## config.mk

```make
export PLATFORM = sky130hd
export DESIGN_NAME = ahb_slv_itf
export DESIGN_NICKNAME = d
export VERILOG_FILES = /design/src/rtl/ahb_slv_itf.sv
export SDC_FILE = /design/constraint.sdc
export NUM_CORES = 1
export LEC_CHECK = 0
export CORE_ASPECT_RATIO = 1.4
export CORE_MARGIN = 10
export CORE_UTILIZATION = 44
export CTS_CLUSTER_DIAMETER = 150
export CTS_CLUSTER_SIZE = 20
export DETAILED_ROUTE_END_ITERATION = 8
export HOLD_SLACK_MARGIN = 0.15
export PLACE_DENSITY = 0.84
export SYNTH_ARGS = -nofsm -noshare
export SYNTH_HDL_FRONTEND = slang
export SYNTH_SLANG_ARGS = --single-unit
```

## constraint.sdc

```tcl
create_clock -name hclk -period 4 [get_ports hclk]
set_input_delay 1 -clock hclk [delete_from_list [all_inputs] [get_ports hclk]]
set_output_delay 1 -clock hclk [all_outputs]
set_load 0.01 [all_outputs]
```

## src/rtl/ahb_slv_itf.sv

```systemverilog
// AHB-lite slave front end for a two-bank, byte-laned SRAM (4 lanes per bank).
// Writes take zero wait states. A read that collides with a write data phase costs one wait state.
module ahb_slv_itf #(
  parameter int ADDR_W = 13
) (
  input  logic              hclk,
  input  logic              hrst_n,
  input  logic              hsel,
  input  logic              hready,
  input  logic [1:0]        htrans,
  input  logic              hwrite,
  input  logic [2:0]        hsize,
  input  logic [31:0]       haddr,
  input  logic [31:0]       hwdata,
  output logic              hready_resp,
  output logic [1:0]        hresp,
  output logic [31:0]       hrdata,
  input  logic              bist_en,
  output logic [ADDR_W-1:0] sram_addr,
  output logic [31:0]       sram_wdata,
  output logic              sram_wen,
  output logic [3:0]        bank0_csn,
  output logic [3:0]        bank1_csn,
  input  logic [7:0]        sram_q0,
  input  logic [7:0]        sram_q1,
  input  logic [7:0]        sram_q2,
  input  logic [7:0]        sram_q3,
  input  logic [7:0]        sram_q4,
  input  logic [7:0]        sram_q5,
  input  logic [7:0]        sram_q6,
  input  logic [7:0]        sram_q7
);

  typedef enum logic [2:0] {S_IDLE, S_WR, S_RD, S_STALL, S_ERR1, S_ERR2} state_t;

  state_t              r_state, w_state_nxt;
  logic [ADDR_W-1:0]   r_wr_addr, r_hold_addr, r_sram_addr, w_acc_addr;
  logic [3:0]          r_wr_mask, r_hold_mask, w_acc_mask, w_mask;
  logic                r_wr_bank, r_hold_bank, r_rd_bank, w_acc_bank;
  logic [31:0]         r_sram_wdata;
  logic                w_rdy, w_acc, w_err, w_rd_now, w_acc_vld, w_wr_act;
  logic                w_unused_bits;

  assign w_unused_bits = ^{haddr[31:16], htrans[0]};

  // Reset gates acceptance so nothing reaches the SRAM while hrst_n is low.
  assign w_rdy    = (r_state != S_STALL) && (r_state != S_ERR1);
  assign w_acc    = hrst_n & hsel & hready & htrans[1] & w_rdy;
  assign w_err    = bist_en || (hsize > 3'd2) || ((hsize == 3'd1) && haddr[0]) ||
                    ((hsize == 3'd2) && (haddr[1:0] != 2'b00));
  assign w_rd_now = w_acc & ~w_err & ~hwrite & (r_state != S_WR);
  assign w_wr_act = (r_state == S_WR) & ~bist_en;

  always_comb begin
    w_mask = 4'b1111;
    case (hsize)
      3'd0:    w_mask = 4'b0001 << haddr[1:0];
      3'd1:    w_mask = haddr[1] ? 4'b1100 : 4'b0011;
      default: w_mask = 4'b1111;
    endcase
  end

  always_ff @(posedge hclk or negedge hrst_n) begin
    if (!hrst_n) r_state <= S_IDLE;
    else         r_state <= w_state_nxt;
  end

  always_comb begin
    w_state_nxt = r_state;
    case (r_state)
      S_STALL: w_state_nxt = S_RD;
      S_ERR1:  w_state_nxt = S_ERR2;
      default: begin
        if (!w_acc)         w_state_nxt = S_IDLE;
        else if (w_err)     w_state_nxt = S_ERR1;
        else if (hwrite)    w_state_nxt = S_WR;
        else if (r_state == S_WR) w_state_nxt = S_STALL;
        else                w_state_nxt = S_RD;
      end
    endcase
  end

  always_comb begin
    hready_resp = w_rdy;
    hresp       = ((r_state == S_ERR1) || (r_state == S_ERR2)) ? 2'b01 : 2'b00;
    hrdata      = 32'h0;
    if (r_state == S_RD)
      hrdata = r_rd_bank ? {sram_q7, sram_q6, sram_q5, sram_q4}
                         : {sram_q3, sram_q2, sram_q1, sram_q0};
  end

  // SRAM port: pending write, deferred read, or a fresh read straight from the bus.
  always_comb begin
    w_acc_vld  = 1'b0;
    w_acc_addr = r_sram_addr;
    w_acc_bank = 1'b0;
    w_acc_mask = 4'b0000;
    if (r_state == S_WR) begin
      w_acc_vld  = 1'b1;
      w_acc_addr = r_wr_addr;
      w_acc_bank = r_wr_bank;
      w_acc_mask = r_wr_mask;
    end else if (r_state == S_STALL) begin
      w_acc_vld  = 1'b1;
      w_acc_addr = r_hold_addr;
      w_acc_bank = r_hold_bank;
      w_acc_mask = r_hold_mask;
    end else if (w_rd_now) begin
      w_acc_vld  = 1'b1;
      w_acc_addr = haddr[2 +: ADDR_W];
      w_acc_bank = haddr[15];
      w_acc_mask = w_mask;
    end
    if (bist_en) w_acc_vld = 1'b0;
  end

  assign sram_addr  = w_acc_vld ? w_acc_addr : r_sram_addr;
  assign sram_wdata = w_wr_act ? hwdata : r_sram_wdata;
  assign sram_wen   = ~w_wr_act;
  assign bank0_csn  = (w_acc_vld && !w_acc_bank) ? ~w_acc_mask : 4'hF;
  assign bank1_csn  = (w_acc_vld &&  w_acc_bank) ? ~w_acc_mask : 4'hF;

  always_ff @(posedge hclk or negedge hrst_n) begin
    if (!hrst_n) begin
      r_wr_addr    <= '0;
      r_wr_bank    <= 1'b0;
      r_wr_mask    <= 4'h0;
      r_hold_addr  <= '0;
      r_hold_bank  <= 1'b0;
      r_hold_mask  <= 4'h0;
      r_rd_bank    <= 1'b0;
      r_sram_addr  <= '0;
      r_sram_wdata <= 32'h0;
    end else begin
      r_sram_addr  <= sram_addr;
      r_sram_wdata <= sram_wdata;
      if (w_acc && !w_err && hwrite) begin
        r_wr_addr <= haddr[2 +: ADDR_W];
        r_wr_bank <= haddr[15];
        r_wr_mask <= w_mask;
      end
      if (w_acc && !w_err && !hwrite && (r_state == S_WR)) begin
        r_hold_addr <= haddr[2 +: ADDR_W];
        r_hold_bank <= haddr[15];
        r_hold_mask <= w_mask;
      end
      if (w_rd_now)                r_rd_bank <= haddr[15];
      else if (r_state == S_STALL) r_rd_bank <= r_hold_bank;
    end
  end

endmodule

```

* Yosys cells after proc, flatten, opt, wreduce, memory -nomap -nowiden
Cells that the tools add are included.
** Word-level totals
- Register bits :: 85
- Input bits :: 139
- Output and inout bits :: 89
- Word-level logic and storage cells :: 83
** Cells by class
- Magnitude comparators :: 1
- Eq/ne operators :: 10
- Shifts and indexed selects :: 1
- Multiplexer cells :: 29
- Bitwise logic cells :: 13
- Reduce and logical (&&, ||, !) cells :: 19
** Operators by type and width (count)
- 32-bit 2-to-1 mux :: 3
- 13-bit 2-to-1 mux :: 4
- 4-bit 2-to-1 mux :: 6
- 1-bit 2-to-1 mux :: 11
- 3-bit by 2-bit == test with 1-bit output, second input constant :: 3
- 1-bit logical AND :: 9
- 1-bit AND :: 8
- 4-bit one-hot mux with 2 select lines :: 1
- 3-bit by 1-bit == test with 1-bit output, second input constant :: 2
- 3-bit == test, second input constant :: 2
- 3-bit 2-to-1 mux :: 2
- 3-bit one-hot mux with 2 select lines :: 1
- 1-bit logical OR :: 4
- 1-bit NOT :: 4
- 4-bit NOT :: 1
- 2-bit nonzero test :: 2
- 1-bit by 2-bit left shift with 4-bit output, first input constant :: 1
- 3-bit by 2-bit > comparator with 1-bit output, second input constant :: 1
- 1-bit logical NOT :: 3
- 3-bit logical NOT :: 1
- 3-bit by 1-bit != test with 1-bit output, second input constant :: 1
- 3-bit by 2-bit != test with 1-bit output, second input constant :: 1
- 3-bit != test, second input constant :: 1
- 2-bit 2-to-1 mux :: 1

* Logic depth before layout (Yosys ltp)
- Word-level depth :: 14
- Mapped depth :: 6
- Gate-level depth less buffers :: 4

* Worst setup path before layout
OpenSTA, ideal clock, no wires.
- Kind :: input to output
- Start :: in htrans[1]
- End :: out sram_addr[10]
- Data arrival time :: 2.248 ns
- Required time :: 3.000 ns
- Slack :: 0.752 ns
- Stages :: 5
- Buffers on the path :: 1
- Cell sequence :: and4_1 o2111ai_2 o21a_1 buf_2 a221o_1
** Between the ends
- Longest elaborated chain between the ends :: 10
- Elaborated cells on any way between the ends :: 13
- Classes of those cells :: mux: 8; bitwise: 5
** RTL lines
- start: declaration :: line 10 : input logic [1:0] htrans,
- 1-bit AND (*) (2 in a row) :: line 48 : assign w_acc = hrst_n & hsel & hready & htrans[1] & w_rdy;
- 1-bit AND (*) (3 in a row) :: line 51 : assign w_rd_now = w_acc & ~w_err & ~hwrite & (r_state != S_WR);
- 1-bit 2-to-1 mux :: line 108 : end else if (w_rd_now) begin
- 1-bit 2-to-1 mux :: line 103 : end else if (r_state == S_STALL) begin
- 1-bit 2-to-1 mux :: line 98 : if (r_state == S_WR) begin
- 1-bit 2-to-1 mux :: line 114 : if (bist_en) w_acc_vld = 1'b0;
- 13-bit 2-to-1 mux (*) :: line 117 : assign sram_addr = w_acc_vld ? w_acc_addr : r_sram_addr;
- end: declaration :: line 19 : output logic [ADDR_W-1:0] sram_addr,
Mark *: on every way between the ends. The rest lies on a longest branch, timed or not.

* Final worst setup path
- Start :: in haddr[1]
- End :: out sram_addr[11]
** Between the ends
- Longest elaborated chain between the ends :: 12
- Elaborated cells on any way between the ends :: 15
- Classes of those cells :: mux: 8; bitwise: 4; reduce/logical: 3
** RTL lines
- start: declaration :: line 13 : input logic [31:0] haddr,
- 2-bit nonzero test (*) :: line 50 : ((hsize == 3'd2) && (haddr[1:0] != 2'b00));
- 1-bit logical AND (*) :: line 50
- 1-bit logical OR (*) :: line 49 : assign w_err = bist_en || (hsize > 3'd2) || ((hsize == 3'd1) && haddr[0]) ||
- 1-bit NOT (*) :: line 51
- 1-bit AND (*) (3 in a row) :: line 51
- 1-bit 2-to-1 mux :: line 108
- 1-bit 2-to-1 mux :: line 103
- 1-bit 2-to-1 mux :: line 98
- 1-bit 2-to-1 mux :: line 114
- 13-bit 2-to-1 mux (*) :: line 117
Marked as above.

==> results.py <==
metrics = {
    "outcome": {
        "status": "completed",
    },
    "synthesis": {
        "synthArstFlopShare": 1.00,
        "synth_seq_area_share": 0.471,
        "synth_warnings": 0,
        "synth_fa_ha_area_frac": 0,
        "synthMuxAreaShare": 0.267,
        "ys_seq_elements": 85,
        "syn_nets": 526,
        "synthSimpleGateAreaFrac": 0.138,
        "ys_types": 40,
        "dominantRegCellSynth": "dfrtp_1",
        "synth_edf_count": 0,
        "syn-cell-area_um2": 4520,
        "synthCells": 387,
        "synth_top_family_by_area": "multiplexers",
        "synth_area_per_cell_um2": 11.7,
        "synth_xor_area_frac": 0,
        "synth_compound_area_frac": 0.0855,
    },
    "cells_and_area": {
        "num_antenna_cells": 0,
        "instances_no_fill": 752,
        "fin_area_um2": 7260,
        "final_cell_mix": "clkdlybuf4s50_1 (183), dfrtp_1 (84), mux2_2 (52)",
        "final_nets": 752,
        "syn_to_final_growth_pct": 60.7,
        "drive_gt1_frac": 0.230,
        "layout_commonest_cell": "clkdlybuf4s50_1",
    },
    "floorplanning": {
        "rows": 43,
        "die_h_um": 140,
        "die_x_um": 106,
        "dieArea_um2": 14800,
        "core_um2": 9950,
        "top_level_ports": 228,
        "start_util": 0.454,
    },
    "power": {
        "total_leakage_power_nw": 3.22,
        "ir_drop_v": 0.000420,
        "power.internal_w": 0.00250,
        "power.total_w": 0.00362,
        "clkPwrFrac": 0.232,
        "combPwrFrac": 0.424,
        "p_seq_frac": 0.344,
        "p_sw_w": 0.00112,
        "swShare": 0.310,
        "power.density_nw_per_um2": 499,
    },
    "routing": {
        "final_antenna_net_count": 0,
        "drt_pass1_iterations": 5,
        "drtIter0Drc": 260,
        "route.detailed.drc": 0,
        "vias_per_cell": 5.29,
        "num_vias": 3981,
        "drt-wirelength-per-cell_um": 20.5,
        "drt_wl_total_um": 15400,
    },
    "placement": {
        "post-place-ws_ns": -0.337,
        "io_buffers": 209,
        "gp_congestion": 0.858,
        "placedCellCount": 733,
        "placed_cell_area_um2": 6900,
        "dp_hpwl_um": 11400,
    },
    "global_routing": {
        "grt_usage": 0.203,
        "grt_max_degree": 54,
        "antenna_found_initial": 0,
        "overflow": 0,
        "grt_pass1_vias": 4358,
        "grt_pass1_wl_um": 24000,
    },
    "sta": {
        "finalMaxSlewViolations": 0,
        "setup_viol": 0,
        "worst_slack_ns": 0.0227,
        "rsz0062_at_grt": "yes",
        "period_share": 0.994,
        "clock_skew_ns": 0.00800,
        "worst_pin_slew_ns": 0.925,
        "hold_viol": 0,
        "slew_headroom": 0.383,
        "fin_crit_ns": 3.98,
        "tns_ns": 0,
        "fmaxAchievable_mhz": 251,
    },
    "setup_path": {
        "required_ns": 3.00,
        "r2r_cells": 6,
        "cp-start-kind": "primary input",
        "rrSetupSlack_ns": 1.81,
        "r2r-start": "r_state[0]",
        "arrival_ns": 2.98,
        "setup.worst_path.class": "in2out",
        "r2r_end": "r_hold_addr[3]",
        "cp_max_fo": 7,
        "cp-end-kind": "output port",
    },
    "clock_network": {
        "clk_path_buf_depth": 2,
        "cts_buffers": 9,
        "hold_buffers": 0,
        "clk_latency_ns": 0.34,
        "cts_tree": "done",
        "cts.htree.levels": 3,
        "cts.sinks": 85,
        "cts_root_buffer": "clkbuf_16",
        "clkTransAtPathRegs_ns": 0.06,
    },
    "job": {
        "max-cap-violations": 0,
    },
    "min_path": {
        "hold_end": "r_sram_wdata[14]",
        "worstHoldStart": "r_sram_wdata[14]",
        "min_path_cells": 1,
        "min_path_type": "reg2reg",
    },
}
worst max-delay path: stages:
cell	delay, ns
clkdlybuf4s50_1	0.54
nor3_4	0.06
o2111ai_2	0.26
buf_6	0.18
nor3_4	0.05
buf_4	0.15
buf_6	0.13
a221o_1	0.31
dlygate4sd2_1	0.29
logic make-up (layout without fill, tap and decap cells):
kind of cell | count (synthesis) | after routing
compound gates | 52 | 52
buf+inv | 34 | 264
flops | 85 | 85
mux | 105 | 105
other cells | 1 | 1
simple gates | 110 | 110
final cells by class:
type	instances	area, µm²
Inverter	7	26.3
Clock inverter	5	58.8
Sequential cell	85	2130
Clock buffer	10	239
Timing Repair Buffer	242	2360
Multi-Input combinational cell	268	2280
Fill cell	698	2690
Tap cell	135	169
per-stage QoR:
stage / utilization / hold WS [ns]
2_1_floorplan: - / 0.471
3_3_place_gp: 0.693 / 0.481
3_5_place_dp: 0.693 / 0.485
4_1_cts: 0.732 / 0.499
5_1_grt: 0.730 / 0.512
6_report: 0.730 / 0.493
sequential cells by signal (all words and copies together) (netlist names):
signal / count
r_hold_addr: 13
r_wr_bank: 1
r_hold_mask: 4
r_state: 3
r_sram_addr: 13
r_sram_wdata: 32
r_hold_bank: 1
r_wr_addr: 13
r_wr_mask: 4
r_rd_bank: 1
power groups by stage:
stage                     Combinational (W)  Sequential [W]  Clock, W
after global placement              0.00153         0.00124         0
final                               0.00154         0.00124  0.000839
after global routing                0.00166         0.00127  0.000889
after CTS                           0.00157         0.00125  0.000852
after floorplan                    0.000793         0.00118         0
after detailed placement            0.00155         0.00126         0
how the worst max path moves through the flow:
stage                     startpoint             to  slack, ns  cells past startpoint
after CTS                   haddr[1]   sram_addr[4]      0.002                      9
after detailed placement    hsize[0]   sram_addr[4]      -0.34                      8
after floorplan            htrans[1]  sram_addr[10]       0.75                      5
after global placement      hsize[0]  sram_addr[12]      -0.32                      8
after global routing          hready   bank0_csn[2]      -0.05                      8
final                       haddr[1]  sram_addr[11]       0.02                      9
synth_stat cells (7+ instances only):
cell type | n | area [µm²]
nor2_1 | 35 | 131
a221o_1 | 13 | 130
clkbuf_1 | 16 | 60.1
dfrtp_1 | 85 | 2130
nand2b_1 | 17 | 106
mux2i_1 | 35 | 350
o21ai_0 | 8 | 40.0
nand3b_1 | 26 | 195
a21oi_1 | 16 | 80.1
nand2_1 | 12 | 45.0
mux2_4 | 18 | 270
inv_1 | 7 | 26.3
mux2_2 | 52 | 586
repair_timing:
| action | CTS | global route |
|---|---|---|
| pin swaps | 1 | 2 |
| gates cloned | 2 | 0 |
| buffers inserted | 1 | 1 |
| gates resized for setup | 47 | 11 |
| endpoints found under the setup margin | 26 | 15 |
layer usage:
metal | share of wire | track usage | vias up | routed length, µm
met5 | 0 | 0 | - | 0
met4 | 0.018 | 0.0701 | 0 | 284
met3 | 0.073 | 0.0721 | 24 | 1130
met2 | 0.54 | 0.363 | 182 | 8280
met1 | 0.37 | 0.214 | 1937 | 5750
li1 | - | - | 1838 | -
(Power assumes the default switching activity.)
